File: src/rtl/match_scheduler_if.sv
// Requester-side bus of the match scheduler: word-lookup requests in, id-tagged results out.
interface match_scheduler_if #(
    parameter int NUM_REQ     = 4,
    parameter int WORD_LENGTH = 3,
    parameter int DATA_WIDTH  = 8,
    parameter int ID_WIDTH    = $clog2(NUM_REQ)
);
    logic [NUM_REQ-1:0]                        req_valid;
    logic [NUM_REQ*WORD_LENGTH*DATA_WIDTH-1:0] req_word;
    logic [NUM_REQ-1:0]                        req_ready;
    logic                                      rsp_valid;
    logic                                      rsp_ready;
    logic [ID_WIDTH-1:0]                       rsp_id;
    logic                                      rsp_found;
    logic                                      rsp_timeout;

    modport master (
        output req_valid, req_word, rsp_ready,
        input  req_ready, rsp_valid, rsp_id, rsp_found, rsp_timeout
    );

    modport slave (
        input  req_valid, req_word, rsp_ready,
        output req_ready, rsp_valid, rsp_id, rsp_found, rsp_timeout
    );
endinterface

File: src/rtl/match_scheduler.sv
// Round-robin front end for the shared vocabulary matcher: grants one requester, clears and starts
// the matcher, returns the id-tagged result. Define MATCH_TIMEOUT_EN to add the WAIT watchdog.
module match_scheduler #(
    parameter int NUM_REQ        = 4,
    parameter int WORD_LENGTH    = 3,
    parameter int DATA_WIDTH     = 8,
    parameter int ID_WIDTH       = $clog2(NUM_REQ),
    parameter int TIMEOUT_CYCLES = 64
) (
    input  logic                              clk,
    input  logic                              rst,
    match_scheduler_if.slave                  bus,
    output logic                              match_rst_n,
    output logic                              match_cs,
    output logic [WORD_LENGTH*DATA_WIDTH-1:0] match_word,
    input  logic                              match_done,
    input  logic                              match_found,
    output logic                              busy
);
    localparam int WORD_W = WORD_LENGTH * DATA_WIDTH;

    typedef enum logic [2:0] {IDLE, CLEAR, START, WAIT, RESP} state_t;

    state_t              state;
    state_t              state_nxt;
    logic [ID_WIDTH-1:0] rr_ptr;
    logic [ID_WIDTH-1:0] grant_id;
    logic                grant_vld;
    logic [WORD_W-1:0]   grant_word;
    logic                accept;
    logic                wait_timeout;
    logic                wait_exit;

    // First valid requester at or after rr_ptr, wrapping modulo NUM_REQ.
    always_comb begin
        logic [ID_WIDTH-1:0] idx;
        grant_vld = 1'b0;
        grant_id  = '0;
        idx       = '0;
        for (int k = 0; k < NUM_REQ; k++) begin
            idx = ID_WIDTH'((int'(rr_ptr) + k) % NUM_REQ);
            if (!grant_vld && bus.req_valid[idx]) begin
                grant_vld = 1'b1;
                grant_id  = idx;
            end
        end
    end

    always_comb begin
        grant_word = '0;
        for (int i = 0; i < NUM_REQ; i++) begin
            if (grant_id == ID_WIDTH'(i)) grant_word = bus.req_word[i*WORD_W +: WORD_W];
        end
    end

    assign accept = !rst && (state == IDLE) && grant_vld;

    always_comb begin
        bus.req_ready = '0;
        for (int i = 0; i < NUM_REQ; i++) begin
            bus.req_ready[i] = accept && (grant_id == ID_WIDTH'(i));
        end
    end

`ifdef MATCH_TIMEOUT_EN
    logic [15:0] wait_cnt;

    // Counts WAIT cycles; zero on the first WAIT cycle of every lookup.
    always_ff @(posedge clk or posedge rst) begin
        if (rst)                wait_cnt <= '0;
        else if (state != WAIT) wait_cnt <= '0;
        else                    wait_cnt <= wait_cnt + 16'd1;
    end

    assign wait_timeout = (state == WAIT) && !match_done &&
                          (wait_cnt == 16'(TIMEOUT_CYCLES - 1));
`else
    assign wait_timeout = 1'b0;
`endif

    assign wait_exit = match_done || wait_timeout;

    always_ff @(posedge clk or posedge rst) begin
        if (rst) state <= IDLE;
        else     state <= state_nxt;
    end

    // done seen during START is left over from the previous lookup and is ignored.
    always_comb begin
        state_nxt = state;
        unique case (state)
            IDLE:    if (grant_vld) state_nxt = CLEAR;
            CLEAR:   state_nxt = START;
            START:   state_nxt = WAIT;
            WAIT:    if (wait_exit) state_nxt = RESP;
            RESP:    if (bus.rsp_ready) state_nxt = IDLE;
            default: state_nxt = IDLE;
        endcase
    end

    // Registered outputs are decoded from the next state so they line up with the state they describe.
    always_ff @(posedge clk or posedge rst) begin
        if (rst) begin
            rr_ptr          <= '0;
            match_word      <= '0;
            match_rst_n     <= 1'b0;
            match_cs        <= 1'b0;
            busy            <= 1'b0;
            bus.rsp_valid   <= 1'b0;
            bus.rsp_id      <= '0;
            bus.rsp_found   <= 1'b0;
            bus.rsp_timeout <= 1'b0;
        end else begin
            match_rst_n   <= (state_nxt != CLEAR);
            match_cs      <= (state_nxt == START);
            busy          <= (state_nxt != IDLE);
            bus.rsp_valid <= (state_nxt == RESP);
            if (accept) begin
                match_word <= grant_word;
                bus.rsp_id <= grant_id;
                rr_ptr     <= (grant_id == ID_WIDTH'(NUM_REQ - 1)) ? '0 : grant_id + ID_WIDTH'(1);
            end
            if ((state == WAIT) && wait_exit) begin
                bus.rsp_found   <= match_found && !wait_timeout;
                bus.rsp_timeout <= wait_timeout;
            end
        end
    end
endmodule

File: src/flat_wrapper.sv
// flat-port wrapper written by rule: the top's interface ports become plain ports
module match_scheduler_flat 
#(
    parameter int NUM_REQ        = 4,
    parameter int WORD_LENGTH    = 3,
    parameter int DATA_WIDTH     = 8,
    parameter int ID_WIDTH       = $clog2(NUM_REQ),
    parameter int TIMEOUT_CYCLES = 64
)
  (clk, rst, match_rst_n, match_cs, match_word, match_done, match_found, busy, bus_req_valid, bus_req_word, bus_rsp_ready, bus_req_ready, bus_rsp_valid, bus_rsp_id, bus_rsp_found, bus_rsp_timeout);
  match_scheduler_if #(.NUM_REQ(NUM_REQ), .WORD_LENGTH(WORD_LENGTH), .DATA_WIDTH(DATA_WIDTH), .ID_WIDTH(ID_WIDTH)) bus_i ();
  input  logic clk;
  input  logic rst;
  output logic match_rst_n;
  output logic match_cs;
  output logic [WORD_LENGTH*DATA_WIDTH-1:0] match_word;
  input  logic match_done;
  input  logic match_found;
  output logic busy;
  input wire logic [$bits(bus_i.req_valid)-1:0] bus_req_valid;
  input wire logic [$bits(bus_i.req_word)-1:0] bus_req_word;
  input wire logic [$bits(bus_i.rsp_ready)-1:0] bus_rsp_ready;
  output wire logic [$bits(bus_i.req_ready)-1:0] bus_req_ready;
  output wire logic [$bits(bus_i.rsp_valid)-1:0] bus_rsp_valid;
  output wire logic [$bits(bus_i.rsp_id)-1:0] bus_rsp_id;
  output wire logic [$bits(bus_i.rsp_found)-1:0] bus_rsp_found;
  output wire logic [$bits(bus_i.rsp_timeout)-1:0] bus_rsp_timeout;
  assign bus_i.req_valid = bus_req_valid;
  assign bus_i.req_word = bus_req_word;
  assign bus_i.rsp_ready = bus_rsp_ready;
  assign bus_req_ready = bus_i.req_ready;
  assign bus_rsp_valid = bus_i.rsp_valid;
  assign bus_rsp_id = bus_i.rsp_id;
  assign bus_rsp_found = bus_i.rsp_found;
  assign bus_rsp_timeout = bus_i.rsp_timeout;
  match_scheduler #(.NUM_REQ(NUM_REQ), .WORD_LENGTH(WORD_LENGTH), .DATA_WIDTH(DATA_WIDTH), .ID_WIDTH(ID_WIDTH), .TIMEOUT_CYCLES(TIMEOUT_CYCLES)) u_core (.clk(clk), .rst(rst), .bus(bus_i), .match_rst_n(match_rst_n), .match_cs(match_cs), .match_word(match_word), .match_done(match_done), .match_found(match_found), .busy(busy));
endmodule
File: config.mk
export PLATFORM = sky130hd
export DESIGN_NAME = match_scheduler_flat
export DESIGN_NICKNAME = d
export VERILOG_FILES = /design/src/rtl/match_scheduler_if.sv /design/src/rtl/match_scheduler.sv /design/src/flat_wrapper.sv
export SDC_FILE = /design/constraint.sdc
export NUM_CORES = 1
export LEC_CHECK = 0
export BUFFER_PORTS_ARGS = -buffer_cell sky130_fd_sc_hd__buf_2
export CAP_MARGIN = 20
export CELL_PAD_IN_SITES_DETAIL_PLACEMENT = 1
export CELL_PAD_IN_SITES_GLOBAL_PLACEMENT = 2
export CORE_ASPECT_RATIO = 0.8
export CORE_UTILIZATION = 23
export DETAILED_ROUTE_END_ITERATION = 16
export PLACE_DENSITY = 0.79
export SYNTH_ARGS = -nofsm -noshare
export SYNTH_HDL_FRONTEND = slang
export SYNTH_SLANG_ARGS = --single-unit
File: constraint.sdc
create_clock -name clk -period 3.3 [get_ports clk]
set_input_delay 0.33 -clock clk [delete_from_list [all_inputs] [get_ports clk]]
set_output_delay 0.33 -clock clk [all_outputs]
set_load 0.005 [all_outputs]
==> results.py <==
metrics = {
    "run_status": {
        "outcome": "finished, final reports clean",
    },
    "clock_network": {
        "clk_path_buf_depth": 2,
        "cts_max_level": 2,
        "clockRootBuffer": "clkbuf_16",
        "postCtsHoldBufs": 0,
        "clk_pin_slew_ns": 0.06,
        "cts_resized": 0,
        "post_cts_buffers": 0,
        "clkLatencyLatePin_ns": 0.27,
        "clock-sinks": 36,
        "numCtsBuffers": 5,
        "cts_tree": "built",
    },
    "die": {
        "num_rows": 33,
        "initial_core_util_pct": 23.8,
        "dieArea_sq_um": 11100,
        "fp.dieH_microns": 94.3,
        "coreArea_sq_um": 10300,
        "chipWidth_microns": 117,
        "ios": 141,
    },
    "detailed_routing": {
        "first_pass_iters": 4,
        "wirelength_microns": 9020,
        "antenna_left": 0,
        "drc_errors": 0,
        "wl_per_cell_microns": 16.4,
        "via_per_inst": 4.89,
        "drtIter0Drc": 146,
        "vias": 2697,
    },
    "power": {
        "power_density_nw_per_um2": 822,
        "finalPower_mw": 2.80,
        "ir_worst_vdd_mv": 0.221,
        "p_leak_nw": 1.59,
    },
    "critical_path": {
        "cpPeakStageDelay_ns": 0.58,
        "r2r_slack_ns": 0.79,
        "crit_arrival_ns": 2.42,
        "worstPathRequired_ns": 2.97,
        "path_delay_family": "simple AND/OR/NAND/NOR gates",
        "critPathLaunchType": "flip-flop",
        "slowest_stage": "or4_1",
        "path_buf_inv": 2,
        "path_cells": "mux2i_1, nor2_1, or4_1, ha_2, buf_12, and3_1, buf_2",
        "worstPathMaxFanout": 30,
        "critPathKind": "reg -> out",
        "r2r_end": "u_core.match_word[15]",
        "end_kind": "primary output",
        "rr_startpoint": "u_core.rr_ptr[1]",
        "worstRegToRegCells": 7,
    },
    "place": {
        "place_congestion": 0.763,
        "dpl.hpwl_microns": 6650,
        "place_ws_ns": 0.725,
        "place_area_sq_um": 3250,
        "port_buffers": 139,
        "placedCellCount": 543,
    },
    "sta": {
        "fin_ws_ns": 0.547,
        "grt_setup_unrepaired": "no",
        "hold_violations": 0,
        "clock_skew_ns": 0.00285,
        "tightestPinTransition_ns": 0.859,
        "period_share_pct": 83.4,
        "drv_slew": 0,
        "tns_ns": 0,
        "max-slew-margin-rel_pct": 42.3,
        "fin_crit_ns": 2.75,
        "hold_ws_ns": 0.0187,
        "setup_viol": 0,
        "fmax_mhz": 363,
    },
    "grt": {
        "grt_overflow": 0,
        "grt_max_degree": 41,
        "grt_pass1_vias": 2785,
        "grtUsageTotal_pct": 16.4,
        "antenna_found_initial": 0,
        "grt_pass1_wl_microns": 14300,
    },
    "run": {
        "cap_viol_max_count": 0,
    },
    "cells_and_area": {
        "finalNonFillerCells": 551,
        "fin_util_pct": 33.1,
        "layout.nets": 519,
        "area_growth_pct": 39.0,
        "drive_above_1_share_pct": 39.2,
        "diodes": 0,
        "fin_area_sq_um": 3400,
    },
    "synthesis": {
        "synth_nets": 395,
        "ys.flop_type": "dfrtp_1",
        "async_flop_share_pct": 100,
        "synth.avg_cell_area_sq_um": 8.56,
        "synth_seq_cells": 36,
        "ys_types": 37,
        "yosysSeqAreaShare_pct": 36.8,
        "yosys_warnings": 0,
        "syn-instance-count": 286,
        "synth_edf_count": 0,
        "netlist_area_sq_um": 2450,
    },
    "min_path": {
        "min_path_type": "in -> async",
    },
}
## worst max-delay path by stage
stage,to,start,cells past startpoint
after floorplan,u_core.match_word[4],u_core.rr_ptr[1],8
after global placement,u_core.match_word[9],bus_req_valid[1],8
after detailed placement,u_core.match_word[15],bus_req_valid[1],8
after CTS,bus_req_ready[2],u_core.rr_ptr[1],7
after global routing,bus_req_ready[2],u_core.rr_ptr[1],7
final,bus_req_ready[2],u_core.rr_ptr[1],7
## sequential cells by signal, summed over array words and instances (netlist names)
signal                cells
u_core.match_word        24
u_core.state              3
u_core.bus.rsp_id         2
u_core.rr_ptr             2
u_core.bus.rsp_found      1
u_core.bus.rsp_valid      1
u_core.busy               1
u_core.match_cs           1
u_core.match_rst_n        1
## layout by cell type (no fill, tap or decap), types with 3 or more instances in the layout
master,count
buf_2,139
clkbuf_16,5
nand3b_1,24
nor2_1,3
a221o_1,24
nand2_1,26
or4_1,3
inv_1,26
buf_4,7
dfrtp_1,36
a21oi_1,51
a31oi_1,25
o41ai_1,3
nand2b_1,4
and3_1,4
## cells by family after synthesis
family | count (synthesis) | synth area share (%)
AO/OA/AOI/OAI | 111 | 30.2
AND/OR/NAND/NOR | 74 | 19.2
buffers and inverters | 57 | 10.3
flip-flops | 36 | 36.8
adder cells (fa/ha/maj) | 4 | 2.05
multiplexers | 3 | 1.33
other | 1 | 0.153
## power by group
group	internal [mW]	switching (mW)
clock	0.301	0.180
sequential	0.663	0.162
combinational	0.703	0.786
total	1.67	1.13
## metal layers
metal / vias up / track usage, % / part of all wire (%)
met2: 95 / 28.7 / 47
met4: 0 / 4.33 / 1.3
li1: 1302 / - / -
met5: - / 0 / 0
met3: 6 / 4.07 / 5.6
met1: 1294 / 20.2 / 46
## cell type report
type / count / area (sq um)
fillers: 1281 / 6880
clock buffers: 8 / 146
inverters: 27 / 101
multi-input cells: 193 / 1310
flip-flops and latches: 36 / 901
well taps: 140 / 175
repair buffers: 147 / 768
## worst register-to-register path: cells and delay by family, from the launching register on
| kind | cells | cell delay, ns |
|---|---|---|
| buffers and inverters | 1 | 0.44 |
| AO/OA/AOI/OAI | 2 | 0.29 |
| adder cells (fa/ha/maj) | 1 | 0.41 |
| multiplexers | 1 | 0.21 |
| flip-flops | 1 | 0.43 |
| AND/OR/NAND/NOR | 2 | 0.59 |
## cells in the mapped netlist (4+ instances only)
master / count / area share [%]
ha_1: 4 / 2.0
a221o_1: 24 / 9.8
a21oi_1: 51 / 10
nand3b_1: 24 / 7.4
buf_2: 6 / 1.2
dfrtp_1: 36 / 37
inv_1: 27 / 4.1
nand2_1: 26 / 4.0
clkbuf_1: 19 / 2.9
nand2b_1: 4 / 1.0
and3_1: 4 / 1.0
a31oi_1: 25 / 6.4
No activity file was read; power rests on OpenSTA's default activity.
